<file path="config.mk">
export PLATFORM = sky130hd
export DESIGN_NAME = spi_xfer_ctrl
export DESIGN_NICKNAME = d
export VERILOG_FILES = /design/src/rtl/sdio_spi_pkg.sv /design/src/rtl/spi_xfer_ctrl.sv
export SDC_FILE = /design/constraint.sdc
export NUM_CORES = 1
export LEC_CHECK = 0
export ABC_CLOCK_PERIOD_IN_PS = 3600
export CORE_ASPECT_RATIO = 0.75
export CORE_MARGIN = 1
export CORE_UTILIZATION = 54
export CTS_BUF_LIST = sky130_fd_sc_hd__clkbuf_4
export DETAILED_ROUTE_END_ITERATION = 6
export PLACE_DENSITY = 0.92
export SYNTH_ARGS = -nofsm -noshare
export SYNTH_HDL_FRONTEND = slang
export SYNTH_SLANG_ARGS = --single-unit
</file>
<file path="constraint.sdc">
create_clock -name clk -period 3.6 [get_ports clk]
set_input_delay 0.72 -clock clk [delete_from_list [all_inputs] [get_ports clk]]
set_output_delay 0.72 -clock clk [all_outputs]
set_load 0.01 [all_outputs]
</file>
<file path="src/rtl/sdio_spi_pkg.sv">
// Shared definitions for the SDIO-over-SPI bridge: transfer FSM encoding,
// default command codes and the filler byte.
package sdio_spi_pkg;

  typedef enum logic [2:0] {
    StIdle,
    StCmd,
    StLen,
    StWdata,
    StRdata,
    StDrain
  } xfer_state_e;

  localparam logic [7:0] DefCmdWr    = 8'h01;
  localparam logic [7:0] DefCmdRd    = 8'h02;
  localparam logic [7:0] DefCmdSt    = 8'h03;
  localparam logic [7:0] DefIdleByte = 8'hFF;

  // A length byte of zero encodes a full 256-byte burst.
  function automatic logic [8:0] len_decode(input logic [7:0] len_byte);
    return (len_byte == 8'h00) ? 9'd256 : {1'b0, len_byte};
  endfunction

endpackage

</file>
<file path="src/rtl/spi_xfer_ctrl.sv">
// SPI transfer controller: decodes command/length bytes from the SPI slave and
// moves burst data between the shifter and the rx/tx FIFOs.
module spi_xfer_ctrl
  import sdio_spi_pkg::*;
#(
  parameter logic [7:0] CMD_WR    = DefCmdWr,
  parameter logic [7:0] CMD_RD    = DefCmdRd,
  parameter logic [7:0] CMD_ST    = DefCmdSt,
  parameter logic [7:0] IDLE_BYTE = DefIdleByte
) (
  input  logic       clk,
  input  logic       rst,
  input  logic       SSEL,
  input  logic [7:0] spi_data_o,
  input  logic       spi_rxdy,
  input  logic       spi_txcomp,
  output logic [7:0] spi_data_i,
  output logic       wr_en,
  output logic [7:0] wr_data,
  input  logic       wr_full,
  output logic       rd_en,
  input  logic [7:0] rd_data,
  input  logic       rd_empty,
  input  logic       err_clr,
  output logic       busy,
  output logic       ovf_err,
  output logic       unf_err
);

  xfer_state_e state_q, state_d;
  logic [7:0]  cmd_q, cmd_d;
  logic [8:0]  count_q, count_d;
  logic [8:0]  rd_cnt;
  logic [7:0]  spi_tx_d, wr_data_d;
  logic        wr_en_d, rd_en_d;
  logic        ovf_set, unf_set, load_rd;

  always_comb begin
    state_d   = state_q;
    cmd_d     = cmd_q;
    count_d   = count_q;
    spi_tx_d  = spi_data_i;
    wr_en_d   = 1'b0;
    wr_data_d = wr_data;
    rd_en_d   = 1'b0;
    ovf_set   = 1'b0;
    unf_set   = 1'b0;
    load_rd   = 1'b0;
    rd_cnt    = count_q;

    // Deselect aborts any burst and overrides same-cycle rxdy/txcomp.
    if (state_q != StIdle && SSEL) begin
      state_d  = StIdle;
      count_d  = '0;
      spi_tx_d = IDLE_BYTE;
    end else begin
      unique case (state_q)
        StIdle: begin
          spi_tx_d = IDLE_BYTE;
          if (!SSEL) state_d = StCmd;
        end
        StCmd: begin
          if (spi_rxdy) begin
            cmd_d = spi_data_o;
            if (spi_data_o == CMD_WR || spi_data_o == CMD_RD) begin
              state_d = StLen;
            end else if (spi_data_o == CMD_ST) begin
              spi_tx_d = {4'b0000, unf_err, ovf_err, rd_empty, wr_full};
              state_d  = StDrain;
            end else begin
              state_d = StDrain;
            end
          end
        end
        StLen: begin
          if (spi_rxdy) begin
            count_d = len_decode(spi_data_o);
            if (cmd_q == CMD_RD) begin
              rd_cnt  = len_decode(spi_data_o);
              load_rd = 1'b1;
            end else begin
              state_d = StWdata;
            end
          end
        end
        StWdata: begin
          if (spi_rxdy) begin
            if (!wr_full) begin
              wr_en_d   = 1'b1;
              wr_data_d = spi_data_o;
            end else begin
              ovf_set = 1'b1;
            end
            count_d = count_q - 9'd1;
            if (count_q == 9'd1) state_d = StDrain;
          end
        end
        StRdata: begin
          if (spi_txcomp) load_rd = 1'b1;
        end
        StDrain: begin
          if (spi_txcomp) spi_tx_d = IDLE_BYTE;
        end
        default: state_d = StIdle;
      endcase

      if (load_rd) begin
        if (!rd_empty) begin
          spi_tx_d = rd_data;
          rd_en_d  = 1'b1;
        end else begin
          spi_tx_d = IDLE_BYTE;
          unf_set  = 1'b1;
        end
        count_d = rd_cnt - 9'd1;
        state_d = (rd_cnt == 9'd1) ? StDrain : StRdata;
      end
    end
  end

  always_ff @(posedge clk) begin
    if (rst) begin
      state_q    <= StIdle;
      cmd_q      <= '0;
      count_q    <= '0;
      spi_data_i <= IDLE_BYTE;
      wr_en      <= 1'b0;
      wr_data    <= '0;
      rd_en      <= 1'b0;
      ovf_err    <= 1'b0;
      unf_err    <= 1'b0;
      busy       <= 1'b0;
    end else begin
      state_q    <= state_d;
      cmd_q      <= cmd_d;
      count_q    <= count_d;
      spi_data_i <= spi_tx_d;
      wr_en      <= wr_en_d;
      wr_data    <= wr_data_d;
      rd_en      <= rd_en_d;
      // A new error in the clearing cycle keeps the flag set.
      ovf_err    <= ovf_set | (ovf_err & ~err_clr);
      unf_err    <= unf_set | (unf_err & ~err_clr);
      busy       <= (state_d != StIdle);
    end
  end

endmodule
</file>
==> metrics.csv, run 1 <==
stage;metric;value;unit
synth;Synth area leader;dfxtp_1;
setup_path;Reg2Reg Launch Point;state_q[1];
power_and_ir_drop;Pint;675;uW
power_and_ir_drop;Psw;331;uW
clock_tree;setup repair bufs after CTS;0;
setup_path;Crit Path Class;primary input to flip-flop;
synth;post-synthesis mux area share;0.0401;
setup_path;CP max stage delay;0.48;ns
cells_and_area;# diodes;0;
synth;most frequent cells after synthesis;41 x dfxtp_1, 30 x a21oi_1, 29 x nand2_1;
clock_tree;Post-CTS Resized;0;
synth;Yosys cell types;60;
synth;Synth Area in Simple Gates;0.283;
sta;Final Cycle Share;0.857;
detailed_routing;DRT Wirelength;6840;microns
floorplan;floorplan core area;4440;sq um
sta;Tmin final;3.09;ns
sta;worst setup margin;0.515;ns
floorplan;Rows;21;
synth;Ys Warns;0;
setup_path;r2r endpoint;count_q[8];
run;max-cap viol count;0;
placement;number of port buffers;44;
setup_path;crit-path max FO;7;
cells_and_area;Reg area;821;sq um
detailed_routing;initial DRC count;289;
floorplan;I/O pin cnt;45;
power_and_ir_drop;switch share;0.329;
clock_tree;clock root buffer;clkbuf_4;
cells_and_area;area of the multi-input gates;1530;sq um
synth;Post-Synth Adder-Cell Area;0.0201;
setup_path;Worst setup SP type;primary input;
cells_and_area;fraction of layout cells with a size suffix above 1;0.0899;
global_route;Congestion Overflow GR;0;
sta;relative slew slack;0.610;
setup_path;CP required;3.89;ns
min_path;worst hold endpoint;spi_data_i[7];
synth;Synth Register Bits;41;
synth;instance count of the mapped netlist;307;
global_route;initial antenna violation count;0;
cells_and_area;Final #Nets;372;
setup_path;Crit. End Element;flip-flop;
power_and_ir_drop;P per Cell Area;334;nW/um^2
clock_tree;CTS tree;done;
sta;unrepaired setup endpoints after global routing;false;
global_route;global-route wire length before repair;10800;microns
floorplan;Starting Density;0.562;
setup_path;critical path, cell by cell;clkdlybuf4s50_1 -> and4bb_4 -> and3_1 -> mux2i_1 -> ha_1 -> nor3b_1 -> nand2_1 -> xnor2_1 -> nand2_1 -> a311oi_1;
global_route;number of global-route vias before repair;2167;
min_path;Hold Path Depth;2;
detailed_routing;drt pass-1 iters;5;
min_path;Hold Startpoint;spi_data_i[7];
synth;mapped cell area;2500;sq um
clock_tree;CTS Hold Buffers Added;0;
floorplan;Die Wd;80.5;microns
power_and_ir_drop;sequential power share;0.501;
power_and_ir_drop;clock power share;0.251;
sta;Least-Margin Pin Slew;0.584;ns
detailed_routing;per-cell routed wire length;17.0;microns
sta;Pins Over Slew Limit;0;
synth;Avg Cell Area, Syn;8.13;sq um
power_and_ir_drop;leakage dissipation;1.06;nW
synth;FFs w/ async S/R, synth;0;
synth;most numerous cell in the Yosys netlist;dfxtp_1;
clock_tree;Worst-Skew Late Latency;0.38;ns
global_route;largest net degree at the start of global routing;22;
status;status;completed;
synth;sequential area share after synthesis;0.329;
power_and_ir_drop;Max VDD drop;0.279;mV
setup_path;reg2reg setup slack;0.60;ns
sta;hold_ws;0.463;ns
synth;XOR/XNOR Fraction of Synth Area;0.0386;
floorplan;chip height;60.9;microns
placement;HPWL Detailed;4970;microns
setup_path;most frequent CP cell;nand2_1;
power_and_ir_drop;Logic pwr share;0.248;
synth;Top FF cell, synth;dfxtp_1;
sta;Final Hold Fails;0;
detailed_routing;DR vias/cell;6.24;
sta;setup total negative slack;0;ns
global_route;GRT Total Usage;0.299;
detailed_routing;DRC errors left;0;
synth;Compound-Gate Fraction of Synth Area;0.233;
power_and_ir_drop;final total power;1.01;mW
setup_path;Critical Path Slowest Stage Cell;clkdlybuf4s50_1;
synth;synthesized net count;335;
sta;clk_skew;0.0156;ns
synth;post-synth top area share;0.329;
sta;# setup viols final;0;
cells_and_area;Fillers;371;
synth;largest family of logic cells by synthesized area;simple AND/OR/NAND/NOR gates;
synth;top post-synthesis cells by area;dfxtp_1 33%, a21oi_1 6.0%, nand2_1 4.4%;
synth;Post-synth EDFFs;0;
placement;routability cong.;0.947;
detailed_routing;DR vias;2508;
floorplan;die area;4900;sq um
clock_tree;Num CTS Buffers;5;
setup_path;Reg2Reg Depth;9;
sta;fmax;324;MHz
clock_tree;CTS H-tree depth;2;
clock_tree;# clock sinks;41;
detailed_routing;post-route ant nets;0;
setup_path;WP data arrival;3.37;ns
placement;Setup WS pre-CTS;0.156;ns
clock_tree;maximum root-to-sink buffer count;2;
min_path;worst min path class;flip-flop to flip-flop;
cells_and_area;Synth-to-Final Area Change;20.8;%
clock_tree;CTS clk-pin slew, worst paths;0.13;ns
==> stage by stage <==
step,std cells,util,instance area (sq um)
2_1_floorplan,307,-,2500
3_3_place_gp,394,0.665,2950
3_5_place_dp,394,0.665,2950
4_1_cts,402,0.679,3010
5_1_grt,402,0.679,3010
6_report,402,0.679,3010
==> worst max path at each step <==
stage	endpoint	start
global route	count_q[6]	spi_rxdy
CTS	count_q[8]	spi_rxdy
floorplan	count_q[8]	spi_rxdy
finish	count_q[8]	spi_rxdy
global placement	count_q[8]	spi_rxdy
detailed placement	count_q[8]	spi_rxdy
==> power groups by stage <==
stage | combinational [mW] | sequential (mW) | clock, mW
3_3_place_gp | 0.240 | 0.512 | 0
6_report | 0.249 | 0.504 | 0.252
4_1_cts | 0.246 | 0.504 | 0.256
5_1_grt | 0.272 | 0.508 | 0.275
2_1_floorplan | 0.156 | 0.507 | 0
3_5_place_dp | 0.243 | 0.514 | 0
==> cells in the final DEF (no fill, tap or decap), types with 6 or more instances in the layout <==
cell type	instances
inv_1	7
buf_4	8
nand2_1	29
o21ai_0	21
and3_1	7
clkdlybuf4s50_1	44
xnor2_1	7
nand2b_1	6
nor3_1	6
nand3_1	17
dfxtp_1	41
a21oi_1	30
nor2_1	27
mux2i_1	10
==> logic make-up after synthesis <==
group	Yosys count
AOI/OAI and AO/OA	89
buffers and inverters	29
DFF	41
adders and majority gates	4
muxes	10
and+or+nand+nor	123
xor gates and xnor gates	11
==> registers in the layout, summed over array words and instances (netlist names) <==
name,cells
spi_data_i,8
state_q,3
count_q,9
cmd_q,8
ovf_err,1
rd_en,1
unf_err,1
wr_data,8
wr_en,1
busy,1
==> critical path, delay by kind of cell <==
kind	cells	cell delay (ns)
xor gates and xnor gates	1	0.15
AOI/OAI and AO/OA	1	0.24
adders and majority gates	1	0.30
buffers and inverters	1	0.48
and+or+nand+nor	5	1.20
muxes	1	0.29
==> layer usage <==
metal | vias to the layer above | global-route usage | wire, microns
met3 | 14 | 0.0977 | 714
li1 | 1198 | - | -
met5 | - | 0 | 0
met1 | 1164 | 0.428 | 3090
met4 | 0 | 0.0918 | 116
met2 | 132 | 0.423 | 2910
==> final cells by class <==
cell class                      count  share of cell area
Timing Repair Buffer               52               0.166
Inverter                            7             0.00872
Clock buffer                        5              0.0125
Tap cell                           57              0.0237
Multi-Input combinational cell    237               0.509
Clock inverter                      3             0.00830
Sequential cell                    41               0.272
Power figures use the tool's default switching activity.
==> run 2: changes to the inputs <==
--- a/config.mk
+++ b/config.mk
@@ -5,10 +5,11 @@
 export SDC_FILE = /design/constraint.sdc
 export NUM_CORES = 1
 export LEC_CHECK = 0
+export ABC_AREA = 1
 export ABC_CLOCK_PERIOD_IN_PS = 3600
 export CORE_ASPECT_RATIO = 0.75
 export CORE_MARGIN = 1
-export CORE_UTILIZATION = 54
+export CORE_UTILIZATION = 55
 export CTS_BUF_LIST = sky130_fd_sc_hd__clkbuf_4
 export DETAILED_ROUTE_END_ITERATION = 6
 export PLACE_DENSITY = 0.92
==> metrics.csv, run 2 <==
stage;metric;value;unit;change
synth;Post-synth EDFFs;0;;unchanged
clock_tree;CTS H-tree depth;2;;unchanged
placement;dpl cell area;3070;sq um;was 2950 sq um
synth;sequential area share after synthesis;0.309;;was 0.329
power_and_ir_drop;leakage dissipation;1.37;nW;was 1.06 nW
setup_path;Reg2Reg Depth;11;;was 9
clock_tree;setup repair bufs after CTS;0;;unchanged
status;status;completed;;unchanged
global_route;Congestion Overflow GR;0;;unchanged
synth;Avg Cell Area, Syn;7.00;sq um;was 8.13 sq um
setup_path;WP data arrival;2.97;ns;was 3.37 ns
min_path;Hold Path Depth;2;;unchanged
synth;post-synth top area share;0.309;;was 0.329
cells_and_area;Reg with most FFs;count_q;;unchanged
setup_path;crit path from;spi_rxdy;;unchanged
cells_and_area;Reg area;821;sq um;unchanged
floorplan;Die Wd;82.3;microns;was 80.5 microns
clock_tree;CTS Hold Buffers Added;0;;unchanged
power_and_ir_drop;final total power;1.34;mW;was 1.01 mW
global_route;global-route wire length before repair;12200;microns;was 10800 microns
placement;number of port buffers;44;;unchanged
setup_path;r2r endpoint;spi_data_i[3];;was count_q[8]
clock_tree;maximum root-to-sink buffer count;2;;unchanged
setup_path;CP required;3.85;ns;was 3.89 ns
sta;relative slew slack;0.617;;was 0.610
detailed_routing;DRT Wirelength;7220;microns;was 6840 microns
global_route;largest net degree at the start of global routing;20;;was 22
sta;# setup viols final;0;;unchanged
setup_path;Reg2Reg Launch Point;cmd_q[4];;was state_q[1]
cells_and_area;area of the multi-input gates;1560;sq um;was 1530 sq um
setup_path;crit-path max FO;12;;was 7
synth;instance count of the mapped netlist;380;;was 307
clock_tree;CTS tree;done;;unchanged
placement;routability cong.;0.885;;was 0.947
clock_tree;# clock sinks;41;;unchanged
synth;most frequent cells after synthesis;64 x nand2_1, 41 x dfxtp_1, 37 x nor2_1;;was 41 x dfxtp_1, 30 x a21oi_1, 29 x nand2_1
cells_and_area;post-route cell area;3150;sq um;was 3010 sq um
power_and_ir_drop;P per Cell Area;427;nW/um^2;was 334 nW/um^2
detailed_routing;metal3 WL;613;microns;was 714 microns
placement;HPWL Detailed;5570;microns;was 4970 microns
sta;fmax;367;MHz;was 324 MHz
setup_path;cell family with most CP delay;buffers and inverters;;was simple AND/OR/NAND/NOR gates
sta;Pins Over Slew Limit;0;;unchanged
global_route;number of global-route vias before repair;2578;;was 2167
detailed_routing;DR vias;2756;;was 2508
cells_and_area;fraction of layout cells with a size suffix above 1;0.155;;was 0.0899
power_and_ir_drop;sequential power share;0.403;;was 0.501
cells_and_area;Final #Nets;447;;was 372
synth;Ys Warns;0;;unchanged
detailed_routing;DR vias/cell;5.78;;was 6.24
detailed_routing;DRC errors left;0;;unchanged
synth;Yosys cell types;38;;was 60
detailed_routing;drt pass-1 iters;6;;was 5
setup_path;CP Depth;14;;was 10
setup_path;Critical Path Slowest Stage Cell;clkdlybuf4s50_1;;unchanged
detailed_routing;per-cell routed wire length;15.1;microns;was 17.0 microns
floorplan;I/O pin cnt;45;;unchanged
floorplan;floorplan core area;4550;sq um;was 4440 sq um
cells_and_area;Synth-to-Final Area Change;18.6;%;was 20.8%
synth;FFs w/ async S/R, synth;0;;unchanged
power_and_ir_drop;Logic pwr share;0.372;;was 0.248
cells_and_area;most frequent cells in the layout;64 x nand2_1, 44 x clkdlybuf4s50_1, 41 x dfxtp_1, 37 x nor2_1, 34 x a21oi_1;;was 44 x clkdlybuf4s50_1, 41 x dfxtp_1, 30 x a21oi_1, 29 x nand2_1, 27 x nor2_1
clock_tree;Post-CTS Resized;0;;unchanged
cells_and_area;Cell Count, Final, Fillers Out;477;;was 402
sta;Final Hold Fails;0;;unchanged
floorplan;chip height;62.2;microns;was 60.9 microns
setup_path;Worst setup endpoint;count_q[6];;was count_q[8]
setup_path;CP max stage delay;0.61;ns;was 0.48 ns
sta;clk_skew;0.00750;ns;was 0.0156 ns
cells_and_area;# diodes;0;;unchanged
setup_path;reg2reg setup slack;1.05;ns;was 0.60 ns
synth;Synth area leader;dfxtp_1;;unchanged
power_and_ir_drop;Psw;495;uW;was 331 uW
power_and_ir_drop;clock power share;0.225;;was 0.251
detailed_routing;top sig layer;met4;;unchanged
sta;Least-Margin Pin Slew;0.574;ns;was 0.584 ns
sta;setup total negative slack;0;ns;unchanged
cells_and_area;Largest register FFs;9;;unchanged
detailed_routing;post-route ant nets;0;;unchanged
power_and_ir_drop;Max VDD drop;0.286;mV;was 0.279 mV
setup_path;Worst setup SP type;primary input;;unchanged
setup_path;Crit. End Element;flip-flop;;unchanged
power_and_ir_drop;switch share;0.368;;was 0.329
setup_path;most frequent CP cell;nand2_1;;unchanged
setup_path;CP bufs+invs;4;;was 1
detailed_routing;met2 wire length;3230;microns;was 2910 microns
setup_path;Crit Path Class;primary input to flip-flop;;unchanged
synth;most numerous cell in the Yosys netlist;nand2_1;;was dfxtp_1
floorplan;Starting Density;0.585;;was 0.562
cells_and_area;most common cell after layout, fill and taps aside;nand2_1;;was clkdlybuf4s50_1
sta;Final Cycle Share;0.756;;was 0.857
global_route;initial antenna violation count;0;;unchanged
clock_tree;Worst-Skew Late Latency;0.35;ns;was 0.38 ns
sta;Tmin final;2.72;ns;was 3.09 ns
min_path;worst min path class;flip-flop to flip-flop;;unchanged
global_route;GRT Total Usage;0.314;;was 0.299
floorplan;die area;5120;sq um;was 4900 sq um
synth;Top FF cell, synth;dfxtp_1;;unchanged
synth;mapped cell area;2660;sq um;was 2500 sq um
clock_tree;clock root buffer;clkbuf_4;;unchanged
floorplan;Rows;21;;unchanged
sta;hold_ws;0.474;ns;was 0.463 ns
synth;synthesized net count;408;;was 335
placement;Placed Cells;469;;was 394
power_and_ir_drop;Pint;850;uW;was 675 uW
clock_tree;Num CTS Buffers;5;;unchanged
sta;unrepaired setup endpoints after global routing;false;;unchanged
run;max-cap viol count;0;;unchanged
clock_tree;CTS clk-pin slew, worst paths;0.12;ns;was 0.13 ns
detailed_routing;Metal-1 WL;3300;microns;was 3090 microns
synth;Synth Register Bits;41;;unchanged
detailed_routing;initial DRC count;279;;was 289
cells_and_area;Fillers;381;;was 371
setup_path;critical path, cell by cell;clkdlybuf4s50_1 -> inv_2 -> nor3_4 -> buf_4 -> nand4_1 -> nand2_1 -> ha_1 -> inv_1 -> nor2_1 -> nand3_1 -> nand2_1 -> nand2_1 -> nand2_1 -> a21oi_2;;was clkdlybuf4s50_1 -> and4bb_4 -> and3_1 -> mux2i_1 -> ha_1 -> nor3b_1 -> nand2_1 -> xnor2_1 -> nand2_1 -> a311oi_1
synth;top post-synthesis cells by area;dfxtp_1 31%, nand2_1 9.0%, a21oi_1 6.4%;;was dfxtp_1 33%, a21oi_1 6.0%, nand2_1 4.4%
run 2: worst min-delay path by stage:
| stage | slack (ns) | from | to |
|---|---|---|---|
| 2_1_floorplan | 0.43 | cmd_q[0] | cmd_q[0] |
| 3_3_place_gp | 0.45 | spi_data_i[3] | spi_data_i[3] |
| 3_5_place_dp | 0.46 | spi_data_i[7] | spi_data_i[7] |
| 4_1_cts | 0.48 | spi_data_i[2] | spi_data_i[2] |
| 5_1_grt | 0.50 | spi_data_i[2] | spi_data_i[2] |
| 6_report | 0.47 | spi_data_i[0] | spi_data_i[0] |
run 2: layout make-up:
cell class	instances	share of cell area
flip-flops and latches	41	0.260
multi-input cells	282	0.496
inverters	44	0.0540
clock inverters	2	0.0107
repair buffers	45	0.142
clock buffers	6	0.0143
well taps	57	0.0226
run 2: stage by stage:
step           utilization  setup WS (ns)
6_report             0.694          0.877
5_1_grt              0.694          0.708
4_1_cts              0.694          0.920
3_5_place_dp         0.676          0.551
2_1_floorplan            -           1.50
3_3_place_gp         0.676          0.598
run 2: worst register-to-register path: cells and delay by family, from the launching register on:
family,cells,cell delay (ns)
AO/OA/AOI/OAI,1,0.12
buffers and inverters,2,0.32
flip-flops,1,0.34
AND/OR/NAND/NOR,8,1.71
run 2: power by group through the flow:
stage               combinational, mW  sequential, mW  clock (mW)
floorplan                       0.337           0.557           0
global placement                0.475           0.549           0
detailed placement              0.489           0.551           0
CTS                             0.493           0.541       0.303
global route                    0.558           0.549       0.325
finish                          0.500           0.541       0.303
run 2: kinds of logic (layout without fill, tap and decap cells):
group           Yosys count  count (layout)  synth area share
buf+inv                  57              97             0.103
compound gates           86              86             0.175
flops                    41              41             0.309
simple gates            188             188             0.382
fa+ha+maj                 4               4            0.0188
xor+xnor                  4               4            0.0132
run 2: per-layer routing:
layer | global-route usage | up-vias
met1 | 0.440 | 1261
met4 | 0.0833 | 0
met5 | 0 | -
li1 | - | 1344
met3 | 0.0971 | 20
met2 | 0.460 | 131
==> run 3: changes to the inputs <==
--- a/config.mk
+++ b/config.mk
@@ -6,13 +6,13 @@
 export NUM_CORES = 1
 export LEC_CHECK = 0
 export ABC_AREA = 1
-export ABC_CLOCK_PERIOD_IN_PS = 3600
+export ABC_CLOCK_PERIOD_IN_PS = 2400
 export CORE_ASPECT_RATIO = 0.75
 export CORE_MARGIN = 1
-export CORE_UTILIZATION = 55
+export CORE_UTILIZATION = 50
 export CTS_BUF_LIST = sky130_fd_sc_hd__clkbuf_4
 export DETAILED_ROUTE_END_ITERATION = 6
-export PLACE_DENSITY = 0.92
+export PLACE_DENSITY = 0.89
 export SYNTH_ARGS = -nofsm -noshare
 export SYNTH_HDL_FRONTEND = slang
 export SYNTH_SLANG_ARGS = --single-unit
==> constraint.sdc (replaced) <==
create_clock -name clk -period 2.4 [get_ports clk]
set_input_delay 0.48 -clock clk [delete_from_list [all_inputs] [get_ports clk]]
set_output_delay 0.48 -clock clk [all_outputs]
set_load 0.01 [all_outputs]
==> metrics.csv, run 3 (synthesis results as in run 2) <==
stage;metric;value;unit;change
min_path;Hold Path Depth;2;;unchanged
setup_path;Reg2Reg Launch Point;state_q[1];;was cmd_q[4]
cells_and_area;Reg area;821;sq um;unchanged
power_and_ir_drop;Logic pwr share;0.401;;was 0.372
setup_path;Worst setup SP type;flip-flop;;was primary input
sta;relative slew slack;0.666;;was 0.617
cells_and_area;area of the multi-input gates;1560;sq um;unchanged
clock_tree;Post-CTS Resized;0;;unchanged
power_and_ir_drop;P per Cell Area;589;nW/um^2;was 427 nW/um^2
cells_and_area;most frequent cells in the layout;64 x nand2_1, 44 x clkdlybuf4s50_1, 41 x dfxtp_1, 37 x nor2_1, 34 x a21oi_1;;unchanged
detailed_routing;DRC errors left;0;;unchanged
sta;# setup viols final;0;;unchanged
setup_path;CP required;2.70;ns;was 3.85 ns
clock_tree;CTS clk-pin slew, worst paths;0.13;ns;was 0.12 ns
power_and_ir_drop;Pint;1.18;mW;was 850 uW
sta;Final Hold Fails;0;;unchanged
setup_path;WP data arrival;2.49;ns;was 2.97 ns
sta;unrepaired setup endpoints after global routing;false;;unchanged
min_path;worst hold endpoint;spi_data_i[2];;was spi_data_i[0]
floorplan;chip height;65.2;microns;was 62.2 microns
clock_tree;Num CTS Buffers;5;;unchanged
power_and_ir_drop;clock power share;0.179;;was 0.225
power_and_ir_drop;switch share;0.392;;was 0.368
global_route;global-route wire length before repair;12100;microns;was 12200 microns
power_and_ir_drop;Psw;759;uW;was 495 uW
floorplan;Rows;22;;was 21
cells_and_area;Synth-to-Final Area Change;23.8;%;was 18.6%
cells_and_area;post-route cell area;3290;sq um;was 3150 sq um
clock_tree;CTS Hold Buffers Added;0;;unchanged
floorplan;I/O pin cnt;45;;unchanged
detailed_routing;DR vias/cell;5.41;;was 5.78
cells_and_area;most common cell after layout, fill and taps aside;nand2_1;;unchanged
floorplan;die area;5620;sq um;was 5120 sq um
global_route;GRT Total Usage;0.276;;was 0.314
run;max-cap viol count;0;;unchanged
clock_tree;maximum root-to-sink buffer count;2;;unchanged
detailed_routing;post-route ant nets;0;;unchanged
sta;Pins Over Slew Limit;0;;unchanged
sta;Final Cycle Share;0.910;;
cells_and_area;Final #Nets;466;;was 447
cells_and_area;# diodes;0;;unchanged
floorplan;Die Wd;86.2;microns;was 82.3 microns
global_route;largest net degree at the start of global routing;17;;was 20
setup_path;Crit Path Class;flip-flop to flip-flop;;was primary input to flip-flop
detailed_routing;per-cell routed wire length;14.4;microns;was 15.1 microns
power_and_ir_drop;Max VDD drop;0.359;mV;was 0.286 mV
cells_and_area;Fillers;452;;was 381
placement;dpl cell area;3240;sq um;was 3070 sq um
sta;clk_skew;0.00902;ns;was 0.00750 ns
setup_path;Reg2Reg Depth;11;;unchanged
power_and_ir_drop;leakage dissipation;1.45;nW;was 1.37 nW
sta;setup total negative slack;0;ns;unchanged
clock_tree;# clock sinks;41;;unchanged
detailed_routing;DRT Wirelength;7360;microns;was 7220 microns
cells_and_area;final core occ;0.657;;was 0.694
power_and_ir_drop;sequential power share;0.420;;was 0.403
clock_tree;Worst-Skew Late Latency;0.35;ns;about the same
clock_tree;clock root buffer;clkbuf_4;;unchanged
sta;fmax;458;MHz;
placement;routability cong.;0.999;;was 0.885
clock_tree;CTS H-tree depth;2;;unchanged
setup_path;reg2reg setup slack;0.22;ns;was 1.05 ns
cells_and_area;Reg with most FFs;count_q;;unchanged
sta;Least-Margin Pin Slew;0.499;ns;was 0.574 ns
detailed_routing;initial DRC count;279;;unchanged
floorplan;Starting Density;0.531;;was 0.585
placement;HPWL Detailed;5720;microns;was 5570 microns
placement;number of port buffers;44;;unchanged
setup_path;Crit. End Element;flip-flop;;unchanged
clock_tree;setup repair bufs after CTS;0;;unchanged
global_route;initial antenna violation count;0;;unchanged
global_route;number of global-route vias before repair;2503;;was 2578
floorplan;floorplan core area;5010;sq um;was 4550 sq um
global_route;Congestion Overflow GR;0;;unchanged
sta;Tmin final;2.18;ns;
setup_path;r2r endpoint;spi_data_i[0];;was spi_data_i[3]
min_path;worst min path class;flip-flop to flip-flop;;unchanged
cells_and_area;Largest register FFs;9;;unchanged
cells_and_area;fraction of layout cells with a size suffix above 1;0.191;;was 0.155
detailed_routing;DR vias;2765;;was 2756
clock_tree;CTS tree;done;;unchanged
min_path;Hold Startpoint;spi_data_i[2];;was spi_data_i[0]
setup_path;crit-path max FO;15;;was 12
detailed_routing;drt pass-1 iters;6;;unchanged
status;status;completed;;unchanged
-- run 3: cell count changes in the layout (fill, tap and decap cells not counted), sizes merged --
cell and delta:
bufinv -1, clkinv +2, clkbuf -1, buf +19
-- run 3: power by group through the flow --
| stage | clock, mW | combinational (mW) | sequential [mW] |
|---|---|---|---|
| 2_1_floorplan | 0 | 0.506 | 0.836 |
| 3_3_place_gp | 0 | 0.746 | 0.827 |
| 5_1_grt | 0.385 | 0.854 | 0.824 |
| 6_report | 0.347 | 0.777 | 0.814 |
| 3_5_place_dp | 0 | 0.763 | 0.828 |
| 4_1_cts | 0.352 | 0.766 | 0.813 |
-- run 3: layer usage --
layer | track usage | vias to the layer above | wire, microns
met1 | 0.391 | 1247 | 3430
met5 | 0 | - | 0
met2 | 0.410 | 127 | 3130
met3 | 0.0791 | 7 | 740
met4 | 0.0729 | 0 | 59
li1 | - | 1384 | -
-- run 3: worst max path at each step --
stage | cells after the start | start | end | slack (ns)
3_3_place_gp | 13 | spi_rxdy | count_q[6] | -0.02
3_5_place_dp | 12 | spi_rxdy | spi_data_i[0] | -0.02
5_1_grt | 12 | state_q[1] | count_q[6] | 0.06
6_report | 11 | state_q[1] | spi_data_i[0] | 0.22
2_1_floorplan | 13 | spi_rxdy | count_q[6] | 0.54
4_1_cts | 11 | state_q[1] | spi_data_i[0] | 0.24
-- run 3: area by class of cell --
| class | count | area share |
|---|---|---|
| multi-input cells | 282 | 0.475 |
| flip-flops and latches | 41 | 0.249 |
| repair buffers | 64 | 0.179 |
| inverters | 44 | 0.0517 |
| well taps | 72 | 0.0274 |
| clock buffers | 5 | 0.0114 |
| clock inverters | 3 | 0.00532 |
-- run 3: through the flow --
stage	setup WS [ns]	cells	hold slack, ns	power (mW)
2_1_floorplan	0.539	380	0.430	1.34
3_3_place_gp	-0.0220	503	0.444	1.57
3_5_place_dp	-0.0163	503	0.455	1.59
4_1_cts	0.244	511	0.476	1.93
5_1_grt	0.0627	511	0.488	2.06
6_report	0.215	511	0.472	1.94
-- run 3: worst max-delay path: stages, from the launching register on --
cell     delay (ns)
dfxtp_1        0.53
nand2_4        0.13
nor2_4         0.30
nand3_2        0.20
buf_4          0.20
nand2_4        0.10
inv_2          0.15
nand2_2        0.13
inv_2          0.11
nor2_1         0.11
nor2_1         0.05
o21ai_1        0.10
==> edit 1, RTL diff (flow settings as in run 3) <==
Re-encode `xfer_state_e` (6 states) as Gray code, 3 bits wide.
--- a/src/rtl/sdio_spi_pkg.sv
+++ b/src/rtl/sdio_spi_pkg.sv
@@ -3,12 +3,12 @@
 package sdio_spi_pkg;
 
   typedef enum logic [2:0] {
-    StIdle,
-    StCmd,
-    StLen,
-    StWdata,
-    StRdata,
-    StDrain
+    StIdle  = 3'b000,
+    StCmd   = 3'b001,
+    StLen   = 3'b011,
+    StWdata = 3'b010,
+    StRdata = 3'b110,
+    StDrain = 3'b111
   } xfer_state_e;
 
   localparam logic [7:0] DefCmdWr    = 8'h01;
Function: no difference found for any inputs over 10 cycles, from zero or initial values and one cycle with rst high; not proved beyond that.
==> edit 1 against run 3 <==
Routed wire length fell by 8.3%. Setup slack improved by 34 ps. Sequential cell count did not move. Cell area fell by 7.0%. Critical endpoint is now busy. Power fell by 11%. Synthesized area fell by 8.4%. Critical path type is now in2reg. Utilization rose by 1.3 points. Final cell count fell by 6.1%.
==> edit 1: results <==
export IMPL_status="complete, no violations"
export IMPL_antenna_found_initial=0
export IMPL_skew_ps=7.38
export IMPL_grt_pass1_wl_mm=11.0
export IMPL_via_per_inst=5.55
export IMPL_largest_reg_flops=9
export IMPL_ys_top_cells_by_area="dfxtp_1, nand2_1, a21oi_1, inv_1, nor2_1"
export IMPL_tightest_slew_ps=451
export IMPL_ys_seq_area_share_pct=33.7
export IMPL_synthTopCellsByCount="nand2_1, inv_1, nor2_1"
export IMPL_cp_slowest_stage_delay_ps=510
export IMPL_dpl_cell_area_mm2=0.00298
export IMPL_critPathSlowestCell="clkdlybuf4s50_1"
export IMPL_final_nets=450
export IMPL_grt_pass1_vias=2411
export IMPL_firstDrtPassIters=5
export IMPL_num_vias=2662
export IMPL_p_leak_nw=1.44
export IMPL_root_buffer="clkbuf_4"
export IMPL_p_seq_share_pct=43.9
export IMPL_post_cts_buffers=0
export IMPL_postSynthNetCount=397
export IMPL_drive_gt1_share_pct=10.4
export IMPL_synthDistinctLibCells=31
export IMPL_cts_buffer_depth=2
export IMPL_setup_violations=0
export IMPL_cts_hold_buf=0
export IMPL_comb_power_w=0.000486
export IMPL_yosys_warnings=0
export IMPL_p_switching_w=0.000563
export IMPL_post_dp_hpwl_mm=5.10
export IMPL_drt_iter0_drc=252
export IMPL_grt_total_usage_pct=27.9
export IMPL_io_buffers=44
export IMPL_critPathArrivalTime_ps=2460
export IMPL_syn_inst=369
export IMPL_gp_congestion=1.01
export IMPL_path_max_fanout=5
export IMPL_ir_worst_vdd_mv=0.370
export IMPL_placed_cells=472
export IMPL_drt_total_wl_mm=6.75
==> edit 1: cell count changes after synthesis, sizes merged, moves of 5 or more <==
| cell | delta |
|---|---|
| nand3 | +6 |
| nor3 | -7 |
| nor2 | +5 |
| o21ai | -7 |
| nand4 | -12 |
==> edit 1: final timing paths <==
kind                 startpoint       endpoint  slack [ps]  cells after the start
setup / recovery       spi_rxdy           busy         250                     14
hold / removal    spi_data_i[7]  spi_data_i[7]         460                      2
setup reg to reg     state_q[1]           busy         380                     13
hold reg to reg   spi_data_i[7]  spi_data_i[7]         460                      2
==> edit 1: layout make-up <==
type | count | area (um^2)
inverters | 48 | 180
flip-flops and latches | 41 | 821
well taps | 57 | 71.3
fillers | 382 | 1510
clock buffers | 6 | 45.0
multi-input cells | 270 | 1370
clock inverters | 2 | 38.8
repair buffers | 56 | 531
==> edit 1: layer usage <==
metal  wire length, um  vias to the layer above  track usage (%)
met5                 0                        -                0
met1              3090                     1210             38.5
met4               105                        0             8.41
met3               517                       14             5.99
met2              3040                      123             43.3
li1                  -                     1315                -
==> edit 1: through the flow <==
| stage | power [W] | hold slack, ps | utilization [%] | setup slack [ps] |
|---|---|---|---|---|
| detailed placement | 0.00124 | 439 | 65.1 | -23.7 |
| global placement | 0.00123 | 439 | 65.1 | 47.6 |
| finish | 0.00172 | 462 | 66.9 | 249 |
| global route | 0.00182 | 510 | 66.9 | 142 |
| floorplan | 0.00106 | 430 | - | 636 |
| CTS | 0.00173 | 464 | 66.9 | 328 |
==> edit 1: kinds of logic after synthesis <==
family	Yosys count	share of synthesized area [%]
fa+ha+maj	4	2.06
flops	41	33.7
xor+xnor	3	1.08
buf+inv	58	9.87
simple gates	176	33.1
compound gates	87	20.1
==> edit 2, RTL diff (config.mk and constraints of run 3) <==
Made on the original files. Take the reset off `wr_data` and load it in a clocked block of its own.
--- a/src/rtl/spi_xfer_ctrl.sv
+++ b/src/rtl/spi_xfer_ctrl.sv
@@ -125,7 +125,6 @@
       count_q    <= '0;
       spi_data_i <= IDLE_BYTE;
       wr_en      <= 1'b0;
-      wr_data    <= '0;
       rd_en      <= 1'b0;
       ovf_err    <= 1'b0;
       unf_err    <= 1'b0;
@@ -136,7 +135,6 @@
       count_q    <= count_d;
       spi_data_i <= spi_tx_d;
       wr_en      <= wr_en_d;
-      wr_data    <= wr_data_d;
       rd_en      <= rd_en_d;
       // A new error in the clearing cycle keeps the flag set.
       ovf_err    <= ovf_set | (ovf_err & ~err_clr);
@@ -145,4 +143,8 @@
     end
   end
 
+  always_ff @(posedge clk) begin
+    wr_data <= wr_data_d;
+  end
+
 endmodule
Formal check against the unedited RTL: differs if rst is asserted again (counterexample within 10 cycles, from zero or initial values and one cycle with rst high); with rst held inactive, the same outputs for 10 cycles.
==> edit 2 against run 3 <==
The run now ends with DRC left. Synthesized area fell by 5.8%. Cell area fell by 4.3%. Count of clock-buffer cells in the layout did not move. Power rose by 9.6%. Sequential cell count did not move. Maximum frequency rose by 3.0%. Setup slack improved by 63 ps. Routed wire length fell by 4.0%. Critical path type unchanged. Largest cell class unchanged. Largest power group unchanged.
==> edit 2: results <==
export IMPL_violations="DRC"
export IMPL_max_freq_ghz=0.471
export IMPL_gp_congestion=0.987
export IMPL_stdcell_count=464
export IMPL_grt_pass1_wl_mm=11.7
export IMPL_synth_compound_area_share_pct=17.5
export IMPL_via_per_inst=5.84
export IMPL_final_nets=434
export IMPL_synthDistinctLibCells=43
export IMPL_fill_cells=383
export IMPL_grt_total_usage_pct=27.7
export IMPL_drt_iter0_drc=285
export IMPL_synth_edf_count=8
export IMPL_synth_fa_ha_area_share_pct=2.00
export IMPL_wl_per_cell_um=15.2
export IMPL_rr_endpoint="count_q[6]"
export IMPL_syn_avg_cell_area_um2=7.17
export IMPL_synthTopCellsByCount="nand2_1, inv_1, dfxtp_1"
export IMPL_ir_worst_vdd_mv=0.465
export IMPL_path_max_fanout=11
export IMPL_grt_pass1_vias=2426
export IMPL_skew_ps=5.92
export IMPL_post_dp_hpwl_mm=5.40
export IMPL_maxSlewHeadroom_pct=67.4
export IMPL_status="finished with violations"
export IMPL_ys_top_cells_by_area="dfxtp_1, edfxtp_1, nand2_1, inv_1, o21ai_0"
export IMPL_synth_xor_area_share_pct=2.10
export IMPL_hp_start="cmd_q[2]"
export IMPL_place_ws_ps=0.405
export IMPL_synth_top_cell_area_share_pct=26.4
export IMPL_remaining_drc_errors=1
export IMPL_p_leak_nw=1.37
edit 2: cell count changes after synthesis, sizes merged, moves of 6 or more:
cell,delta
edfxtp,+8
a21oi,-7
nor2,-11
nand2,-6
inv,+7
o21ai,-7
dfxtp,-8
edit 2: cell type report:
class / count / area share (%)
flip-flops and latches: 41 / 28.6
well taps: 57 / 2.27
multi-input cells: 246 / 42.4
clock buffers: 5 / 1.19
inverters: 53 / 6.44
clock inverters: 3 / 1.47
repair buffers: 59 / 17.6
edit 2: where the power goes:
group	switching [W]	internal [W]	leakage [nW]	total (W)
sequential	0.0000631	0.000787	0.341	0.000850
clock	0.000255	0.000221	0.0414	0.000475
combinational	0.000480	0.000319	0.984	0.000799
edit 2: cells by family (layout without fill, tap and decap cells):
group / after synthesis / count (layout)
compound gates: 77 / 77
xor+xnor: 6 / 6
fa+ha+maj: 4 / 4
buf+inv: 62 / 120
flops: 41 / 41
simple gates: 159 / 159
edit 2: how the worst min path moves through the flow:
stage,endpoint,slack (ps)
final,cmd_q[2],470
after CTS,cmd_q[2],470
after detailed placement,cmd_q[2],450
after floorplan,cmd_q[6],420
after global placement,cmd_q[2],430
after global routing,spi_data_i[2],490
edit 2: per-stage QoR:
| stage | cell area [um^2] | util [%] | total power [W] |
|---|---|---|---|
| 2_1_floorplan | 2500 | - | 0.00137 |
| 3_3_place_gp | 3060 | 66.3 | 0.00162 |
| 3_5_place_dp | 3060 | 66.3 | 0.00164 |
| 4_1_cts | 3150 | 68.1 | 0.00211 |
| 5_1_grt | 3150 | 68.1 | 0.00225 |
| 6_report | 3150 | 68.1 | 0.00213 |
edit 2: per-layer routing:
layer / wire [um] / share of wire [%] / vias to the layer above / track usage [%]
met5: 0 / 0 / - / 0
met4: 91 / 1.3 / 0 / 7.20
met3: 685 / 9.7 / 13 / 7.08
met2: 3050 / 43 / 172 / 42.6
met1: 3240 / 46 / 1255 / 38.7
li1: - / - / 1269 / -
edit 2: critical path, stage by stage (launching register included):
cell and delay [ps]:
dfxtp_1 570, nand2_4 110, nor2_4 260, nand4_1 180
nand2_2 140, ha_1 230, nand2_2 90, nor2_2 150
nand2_2 60, xor2_1 130, nand2_1 50, nand2_1 40
